===== config.mk =====
export PLATFORM = sky130hd
export DESIGN_NAME = decode_stage
export DESIGN_NICKNAME = d
export VERILOG_FILES = /design/src/rtl/decode_stage.sv
export SDC_FILE = /design/constraint.sdc
export NUM_CORES = 1
export LEC_CHECK = 0
export CAP_MARGIN = 15
export CORE_ASPECT_RATIO = 1.1
export CORE_MARGIN = 2
export CORE_UTILIZATION = 52
export CTS_CLUSTER_DIAMETER = 150
export CTS_CLUSTER_SIZE = 28
export DETAILED_ROUTE_END_ITERATION = 10
export PLACE_DENSITY = 0.8
export SLEW_MARGIN = 20
export SYNTH_ARGS = -nofsm -noshare
export SYNTH_HDL_FRONTEND = slang
export SYNTH_SLANG_ARGS = --single-unit

===== constraint.sdc =====
create_clock -name clk -period 3.6 [get_ports clk]
set_input_delay 0.72 -clock clk [delete_from_list [all_inputs] [get_ports clk]]
set_output_delay 0.72 -clock clk [all_outputs]
set_load 0.02 [all_outputs]

===== src/rtl/decode_stage.sv =====
// decode_stage: second stage of the 16-bit core.
//
// Holds the IF/ID latch, decodes the instruction in it, and reads the 8x16
// register file. Branches and jumps are resolved here. A 2-bit per-register
// scoreboard plus the load-use rule decide when decode must interlock. The
// decoded instruction goes out as a registered ID/EX bundle.
//
// Optional feature macro: DECODE_WB_BYPASS_EN
//   defined   - register reads see a same-cycle writeback (write-through), and
//               a BEQZ whose producer is retiring this cycle may proceed.
//   undefined - reads return the stored value; a source that matches the
//               writeback register costs one interlock cycle instead.
//
// Ports:
//   clk, reset                      rising-edge clock, synchronous active-low reset
//   inst_code_high/low              instruction bits [15:8] / [7:0] from fetch
//   if_pc                           address of the instruction fetch presents
//   stall_in                        downstream freeze request
//   wb_we, wb_rd, wb_data           register-file write port from writeback
//   sel_pc                          fetch PC source: 00 init, 01 PC+2, 10 branch_pc
//   branch_pc, enable_pc            branch target and fetch PC register enable
//   ex_valid/we/mem_read/mem_write/illegal, ex_op/func/rd/ra/rb, ex_a/b/imm
//                                   registered ID/EX bundle for execute
module decode_stage (
    input  logic        clk,
    input  logic        reset,
    input  logic [7:0]  inst_code_high,
    input  logic [7:0]  inst_code_low,
    input  logic [15:0] if_pc,
    input  logic        stall_in,
    input  logic        wb_we,
    input  logic [2:0]  wb_rd,
    input  logic [15:0] wb_data,
    output logic [1:0]  sel_pc,
    output logic [15:0] branch_pc,
    output logic        enable_pc,
    output logic        ex_valid,
    output logic        ex_we,
    output logic        ex_mem_read,
    output logic        ex_mem_write,
    output logic        ex_illegal,
    output logic [3:0]  ex_op,
    output logic [2:0]  ex_func,
    output logic [2:0]  ex_rd,
    output logic [2:0]  ex_ra,
    output logic [2:0]  ex_rb,
    output logic [15:0] ex_a,
    output logic [15:0] ex_b,
    output logic [15:0] ex_imm
);

    localparam logic [3:0] OP_ALU   = 4'd1;
    localparam logic [3:0] OP_ADDI  = 4'd2;
    localparam logic [3:0] OP_LOAD  = 4'd3;
    localparam logic [3:0] OP_STORE = 4'd4;
    localparam logic [3:0] OP_BEQZ  = 4'd5;
    localparam logic [3:0] OP_JMP   = 4'd6;

    typedef struct packed {
        logic        valid;
        logic        we;
        logic        mem_read;
        logic        mem_write;
        logic        illegal;
        logic [3:0]  op;
        logic [2:0]  func;
        logic [2:0]  rd;
        logic [2:0]  ra;
        logic [2:0]  rb;
        logic [15:0] a;
        logic [15:0] b;
        logic [15:0] imm;
    } idex_t;

    typedef enum logic [2:0] {
        ACT_RESET,
        ACT_STALL,
        ACT_HOLD,
        ACT_BRANCH,
        ACT_SEQ
    } action_t;

    logic        ifid_valid;
    logic [15:0] ifid_inst;
    logic [15:0] ifid_pc;
    logic [15:0] rf     [8];
    logic [1:0]  sb_cnt [8];
    idex_t       ex_q;

    logic [3:0]  dec_op;
    logic [2:0]  dec_rd;
    logic [2:0]  dec_ra;
    logic [2:0]  dec_rb;
    logic [2:0]  b_sel;
    logic        uses_a;
    logic        uses_b;
    logic        writes;
    logic        is_branch;
    logic [15:0] rd_a;
    logic [15:0] rd_b;
    logic        load_use;
    logic        beqz_wait;
    logic        saturated;
    logic        wb_hazard;
    logic        interlock;
    logic        taken;
    logic [15:0] offset;
    logic [15:0] target;
    action_t     action;
    idex_t       issue;
    logic [7:0]  sb_inc;
    logic [7:0]  sb_dec;

    assign dec_op = ifid_inst[15:12];
    assign dec_rd = ifid_inst[11:9];
    assign dec_ra = ifid_inst[8:6];
    assign dec_rb = ifid_inst[5:3];

    // STORE data and the BEQZ test both come from the [11:9] field, so port B
    // is steered there; the BEQZ test value is simply rd_b.
    assign b_sel     = (dec_op == OP_STORE || dec_op == OP_BEQZ) ? dec_rd : dec_rb;
    assign uses_a    = (dec_op == OP_ALU) || (dec_op == OP_ADDI) ||
                       (dec_op == OP_LOAD) || (dec_op == OP_STORE);
    assign uses_b    = (dec_op == OP_ALU) || (dec_op == OP_STORE) || (dec_op == OP_BEQZ);
    assign writes    = (dec_op == OP_ALU) || (dec_op == OP_ADDI) || (dec_op == OP_LOAD);
    assign is_branch = (dec_op == OP_BEQZ) || (dec_op == OP_JMP);

    always_comb begin
        rd_a = rf[dec_ra];
        rd_b = rf[b_sel];
`ifdef DECODE_WB_BYPASS_EN
        if (wb_we && wb_rd == dec_ra) rd_a = wb_data;
        if (wb_we && wb_rd == b_sel)  rd_b = wb_data;
`endif
    end

    always_comb begin
        load_use = ex_q.valid && ex_q.mem_read &&
                   ((uses_a && ex_q.rd == dec_ra) || (uses_b && ex_q.rd == b_sel));
        beqz_wait = (dec_op == OP_BEQZ) && (sb_cnt[dec_rd] != 2'd0);
        saturated = writes && (sb_cnt[dec_rd] == 2'd3);
`ifdef DECODE_WB_BYPASS_EN
        // The last outstanding write is retiring now and rd_b already sees it.
        if (sb_cnt[dec_rd] == 2'd1 && wb_we && wb_rd == dec_rd) beqz_wait = 1'b0;
        wb_hazard = 1'b0;
`else
        wb_hazard = wb_we && ((uses_a && wb_rd == dec_ra) || (uses_b && wb_rd == b_sel));
`endif
        interlock = ifid_valid && (load_use || beqz_wait || saturated || wb_hazard);
    end

    assign taken  = ifid_valid && ((dec_op == OP_JMP) ||
                                   (dec_op == OP_BEQZ && rd_b == 16'd0));
    assign offset = (dec_op == OP_JMP) ? {{3{ifid_inst[11]}}, ifid_inst[11:0], 1'b0}
                                       : {{6{ifid_inst[8]}}, ifid_inst[8:0], 1'b0};
    assign target = ifid_pc + 16'd2 + offset;

    always_comb begin
        if (!reset)         action = ACT_RESET;
        else if (stall_in)  action = ACT_STALL;
        else if (interlock) action = ACT_HOLD;
        else if (taken)     action = ACT_BRANCH;
        else                action = ACT_SEQ;
    end

    always_comb begin
        sel_pc    = 2'b01;
        enable_pc = 1'b1;
        case (action)
            ACT_RESET:  sel_pc = 2'b00;
            ACT_STALL:  enable_pc = 1'b0;
            ACT_HOLD:   enable_pc = 1'b0;
            ACT_BRANCH: sel_pc = 2'b10;
            default:    ;
        endcase
        branch_pc = (reset && ifid_valid && is_branch) ? target : 16'd0;
    end

    always_comb begin
        issue       = '0;
        issue.valid = 1'b1;
        issue.func  = ifid_inst[2:0];
        issue.rd    = dec_rd;
        issue.ra    = dec_ra;
        issue.rb    = dec_rb;
        issue.a     = rd_a;
        issue.b     = rd_b;
        issue.imm   = {{10{ifid_inst[5]}}, ifid_inst[5:0]};
        if (dec_op <= OP_JMP) begin
            issue.op        = dec_op;
            issue.we        = writes;
            issue.mem_read  = (dec_op == OP_LOAD);
            issue.mem_write = (dec_op == OP_STORE);
        end else begin
            // Unassigned opcodes travel as a NOP flagged illegal.
            issue.illegal = 1'b1;
        end
    end

    always_comb begin
        sb_inc = '0;
        sb_dec = '0;
        if (action == ACT_SEQ && ifid_valid && writes) sb_inc[dec_rd] = 1'b1;
        if (wb_we) sb_dec[wb_rd] = 1'b1;
    end

    always_ff @(posedge clk) begin
        if (!reset) begin
            ifid_valid <= 1'b0;
            ifid_inst  <= '0;
            ifid_pc    <= '0;
            ex_q       <= '0;
            for (int i = 0; i < 8; i++) begin
                rf[i]     <= '0;
                sb_cnt[i] <= '0;
            end
        end else begin
            // Writeback and scoreboard retirement proceed even while frozen.
            if (wb_we) rf[wb_rd] <= wb_data;
            for (int i = 0; i < 8; i++) begin
                if (sb_inc[i] && !sb_dec[i])
                    sb_cnt[i] <= sb_cnt[i] + 2'd1;
                else if (sb_dec[i] && !sb_inc[i] && sb_cnt[i] != 2'd0)
                    sb_cnt[i] <= sb_cnt[i] - 2'd1;
            end
            case (action)
                ACT_HOLD: ex_q <= '0;
                ACT_BRANCH: begin
                    ifid_valid <= 1'b0;
                    ex_q       <= '0;
                end
                ACT_SEQ: begin
                    ifid_valid <= 1'b1;
                    ifid_inst  <= {inst_code_high, inst_code_low};
                    ifid_pc    <= if_pc;
                    ex_q       <= ifid_valid ? issue : '0;
                end
                default: ;
            endcase
        end
    end

    assign ex_valid     = ex_q.valid;
    assign ex_we        = ex_q.we;
    assign ex_mem_read  = ex_q.mem_read;
    assign ex_mem_write = ex_q.mem_write;
    assign ex_illegal   = ex_q.illegal;
    assign ex_op        = ex_q.op;
    assign ex_func      = ex_q.func;
    assign ex_rd        = ex_q.rd;
    assign ex_ra        = ex_q.ra;
    assign ex_rb        = ex_q.rb;
    assign ex_a         = ex_q.a;
    assign ex_b         = ex_q.b;
    assign ex_imm       = ex_q.imm;

endmodule


==> metrics.txt <==
commonest cells after routing, fill and taps aside buf_4, edfxtp_1, nand2_1, clkdlybuf4s50_1, and2_1; CTS tree done; slew of the pin with the lowest slew margin 1.049 ns; # clock sinks 236; fin area 16370 um^2; number of remaining DRC errors 0; critical-path maximum fanout 6; result of the run complete, but fails checks; Worst R2R Path Depth 13; top_reg_cell synth edfxtp_1; # port buffers 142; detail-routed via count per cell 6.336; number of unique standard cell types used by synthesis 61; min Tclk post-route 4.215 ns; #FFs+latches synth 236; largest net degree at the start of global routing 48; power after layout 6.828 mW; Layout area overhead 28.35%; startpoint types flip-flop; Num CTS Buffers 12; vias in the first global route 10360; EDFF count, synth 144; worst setup margin -0.6147 ns; CP arrival 3.49 ns; r2r setup slk -0.13 ns; placed cell count 1653; Endpoint, Worst Hold ex_b[5]; clock tree root buffer cell clkbuf_16; final clock skew 0.03140 ns; number of H-tree levels 1; buffer levels on the longest clock path 3; nets 1468; number of endpoints with negative hold slack in the final report 0; core box area 24250 um^2; I/O pins 143; origin of the critical flop-to-flop path ifid_inst[13]; critical path capture point type primary output; number of antenna-violating nets in the routed design 0; start point of the worst min-delay path ex_b[5]; number of cells on the worst hold path 2; synthesized netlist net count 1242; synthesized cell area 12750 um^2; Starting Density 0.5260; clock latency at the later pin of the worst-skew pair 0.50 ns; Die Wd 153.3 um; Die Ht 168.3 um; final cycle utilization of the critical path 1.171; total iterations of the first detailed-routing run 5; final core utilization 0.6751; LEAKAGE 6.108 nW; maximum frequency from static timing analysis 0.2373 GHz; Cell Pwr Density 417.1 nW/um^2; routed vias 10780; fin cells 1702; Post-CTS Hold Fix Bufs 0; violated checks setup timing; Post-DP Area 15220 um^2; worst max-slew margin expressed relative to the limit 0.2998; overall routed net length 39.08 mm; cells after synthesis 1158; max-slew violation count 0; classification of the worst-slack hold path flip-flop to flip-flop; Post-Route Hold Slack 0.4588 ns; Required @ worst endpoint 2.88 ns; IR drop worst, VDD 268.8 uV; placement row count 60; share of cells above drive strength 1 0.2568; remaining global-route overflow 0; total of max-cap violations 0; sequential-to-total area share from yosys stat 0.4834; final HPWL from detailed placement 27.08 mm; most frequent standard cell in the layout excluding fill and tap cells buf_4; clk slew on worst S/H paths 0.12 ns; setup repair after global routing missed its margin true; Crit Path Class flip-flop to primary output; final routed wire length divided by cell count 22.96 um; final setup fails 12; final sum of negative setup slack -2.783 ns; initial detailed-routing violation count 1079; Mean Syn Cell Area 11.01 um^2; fraction of registers with async set/reset 0; warnings from Yosys 0; antenna violations before repair 1; worst setup slack before clock tree synthesis -0.6313 ns; Die Area 25800 um^2; global-route wire length before repair 58.72 mm; routability-driven placement congestion ratio 0.9793; destination of the worst register-to-register timing path sb_cnt[5][1]; GRT Overall Usage 0.2876
## synth_stat cells (3+ instances only)
library cell | n | area (um^2)
edfxtp_1 | 144 | 4324
nand2_1 | 139 | 521.8
and2_1 | 114 | 713.2
dfxtp_1 | 92 | 1842
o21ai_0 | 67 | 335.3
mux4_2 | 63 | 1419
clkbuf_1 | 58 | 217.7
nor2_1 | 50 | 187.7
mux2i_1 | 43 | 430.4
ha_1 | 28 | 350.3
inv_1 | 27 | 101.4
nor3_1 | 25 | 125.1
a21oi_1 | 23 | 115.1
and3_1 | 22 | 137.6
buf_4 | 19 | 142.6
or3_1 | 17 | 106.4
nand3_1 | 16 | 80.08
o21ai_1 | 15 | 75.07
a2111oi_0 | 14 | 122.6
a211oi_1 | 13 | 97.59
nor4_1 | 13 | 81.33
xnor2_1 | 12 | 105.1
buf_2 | 11 | 55.05
o211ai_1 | 11 | 82.58
a22o_1 | 10 | 87.58
xor2_1 | 10 | 87.58
a21o_1 | 8 | 60.06
nor2b_1 | 8 | 50.05
o31ai_1 | 8 | 60.06
or2_2 | 8 | 50.05
nand2b_1 | 6 | 37.54
nand3b_1 | 5 | 37.54
nand4_1 | 5 | 31.28
a32o_1 | 4 | 40.04
buf_1 | 4 | 15.01
nor3b_1 | 4 | 30.03
o41ai_1 | 4 | 35.03
a31oi_1 | 3 | 18.77
and4bb_2 | 3 | 37.54
## layer usage
metal / track usage / up-vias / part of all wire
li1: - / 4717 / -
met1: 0.3832 / 5205 / 0.38
met2: 0.4847 / 738 / 0.49
met3: 0.03912 / 124 / 0.094
met4: 0.1035 / 0 / 0.035
met5: 0 / - / 0
## where the power goes
group          total (mW)  switching (mW)  internal (mW)  leakage (nW)
logic                1.98           0.997          0.983          3.77
clock network        1.56           0.876          0.689         0.175
registers            3.28           0.211           3.07          2.16
total                6.83            2.08           4.74          6.11
## what timing repair did
action	4_1_cts	5_1_grt
gates resized for setup	95	93
buffers inserted	9	19
setup endpoints to repair	53	68
pin swaps	20	42
## layout make-up
cell class	instances	area [um^2]
clock buffer	19	347.8
antenna	2	5.005
multi-input combinational	802	6618
fill	1661	7878
tap	310	387.9
clock inverter	1	16.27
sequential	236	6180
inverter	27	101.3
timing repair buffer	305	2715
## worst max-delay path, stage by stage (launching register included)
cell and delay, ns:
dfxtp_2 0.34, or3b_4 0.42, buf_6 0.15, a21oi_4 0.16
buf_12 0.15, mux4_2 0.51, mux2i_1 0.20, nand4_1 0.20
nor4_4 0.28, nor2_1 0.09, nor3_2 0.24, nor2_1 0.07
buf_4 0.17
## flip-flops by register name, summed over array words and instances, names as in the netlist, named ones only
name          flops
ex_op             4
ex_rd             3
ex_a             16
ex_valid          1
ifid_valid        1
ifid_pc          16
ex_imm            2
ifid_inst        16
ex_illegal        1
sb_cnt           16
ex_mem_read       1
ex_func           2
ex_we             1
ex_rb             2
rf              128
ex_b             16
ex_mem_write      1
ex_ra             3
## worst max path at each step
stage	start	end	cells after the start
6_report	ifid_inst[13]	sel_pc[0]	12
5_1_grt	ifid_inst[13]	sel_pc[0]	12
4_1_cts	ifid_inst[14]	sel_pc[0]	12
3_5_place_dp	ifid_inst[14]	sel_pc[1]	11
3_3_place_gp	ifid_inst[15]	sel_pc[1]	12
2_1_floorplan	ifid_inst[14]	sel_pc[0]	11
## cells by family (layout without fill, tap and decap cells)
kind of cell    count (synthesis)  in the layout  share of synthesized area
fa+ha+maj                      29             29                    0.02904
compound gates                199            199                     0.1021
flops                         236            236                     0.4834
buf+inv                       120            352                    0.04257
other cells                     0              2                          0
xor+xnor                       22             22                    0.01511
simple gates                  444            444                     0.1810
mux                           108            108                     0.1468
(Power assumes the default switching activity.)
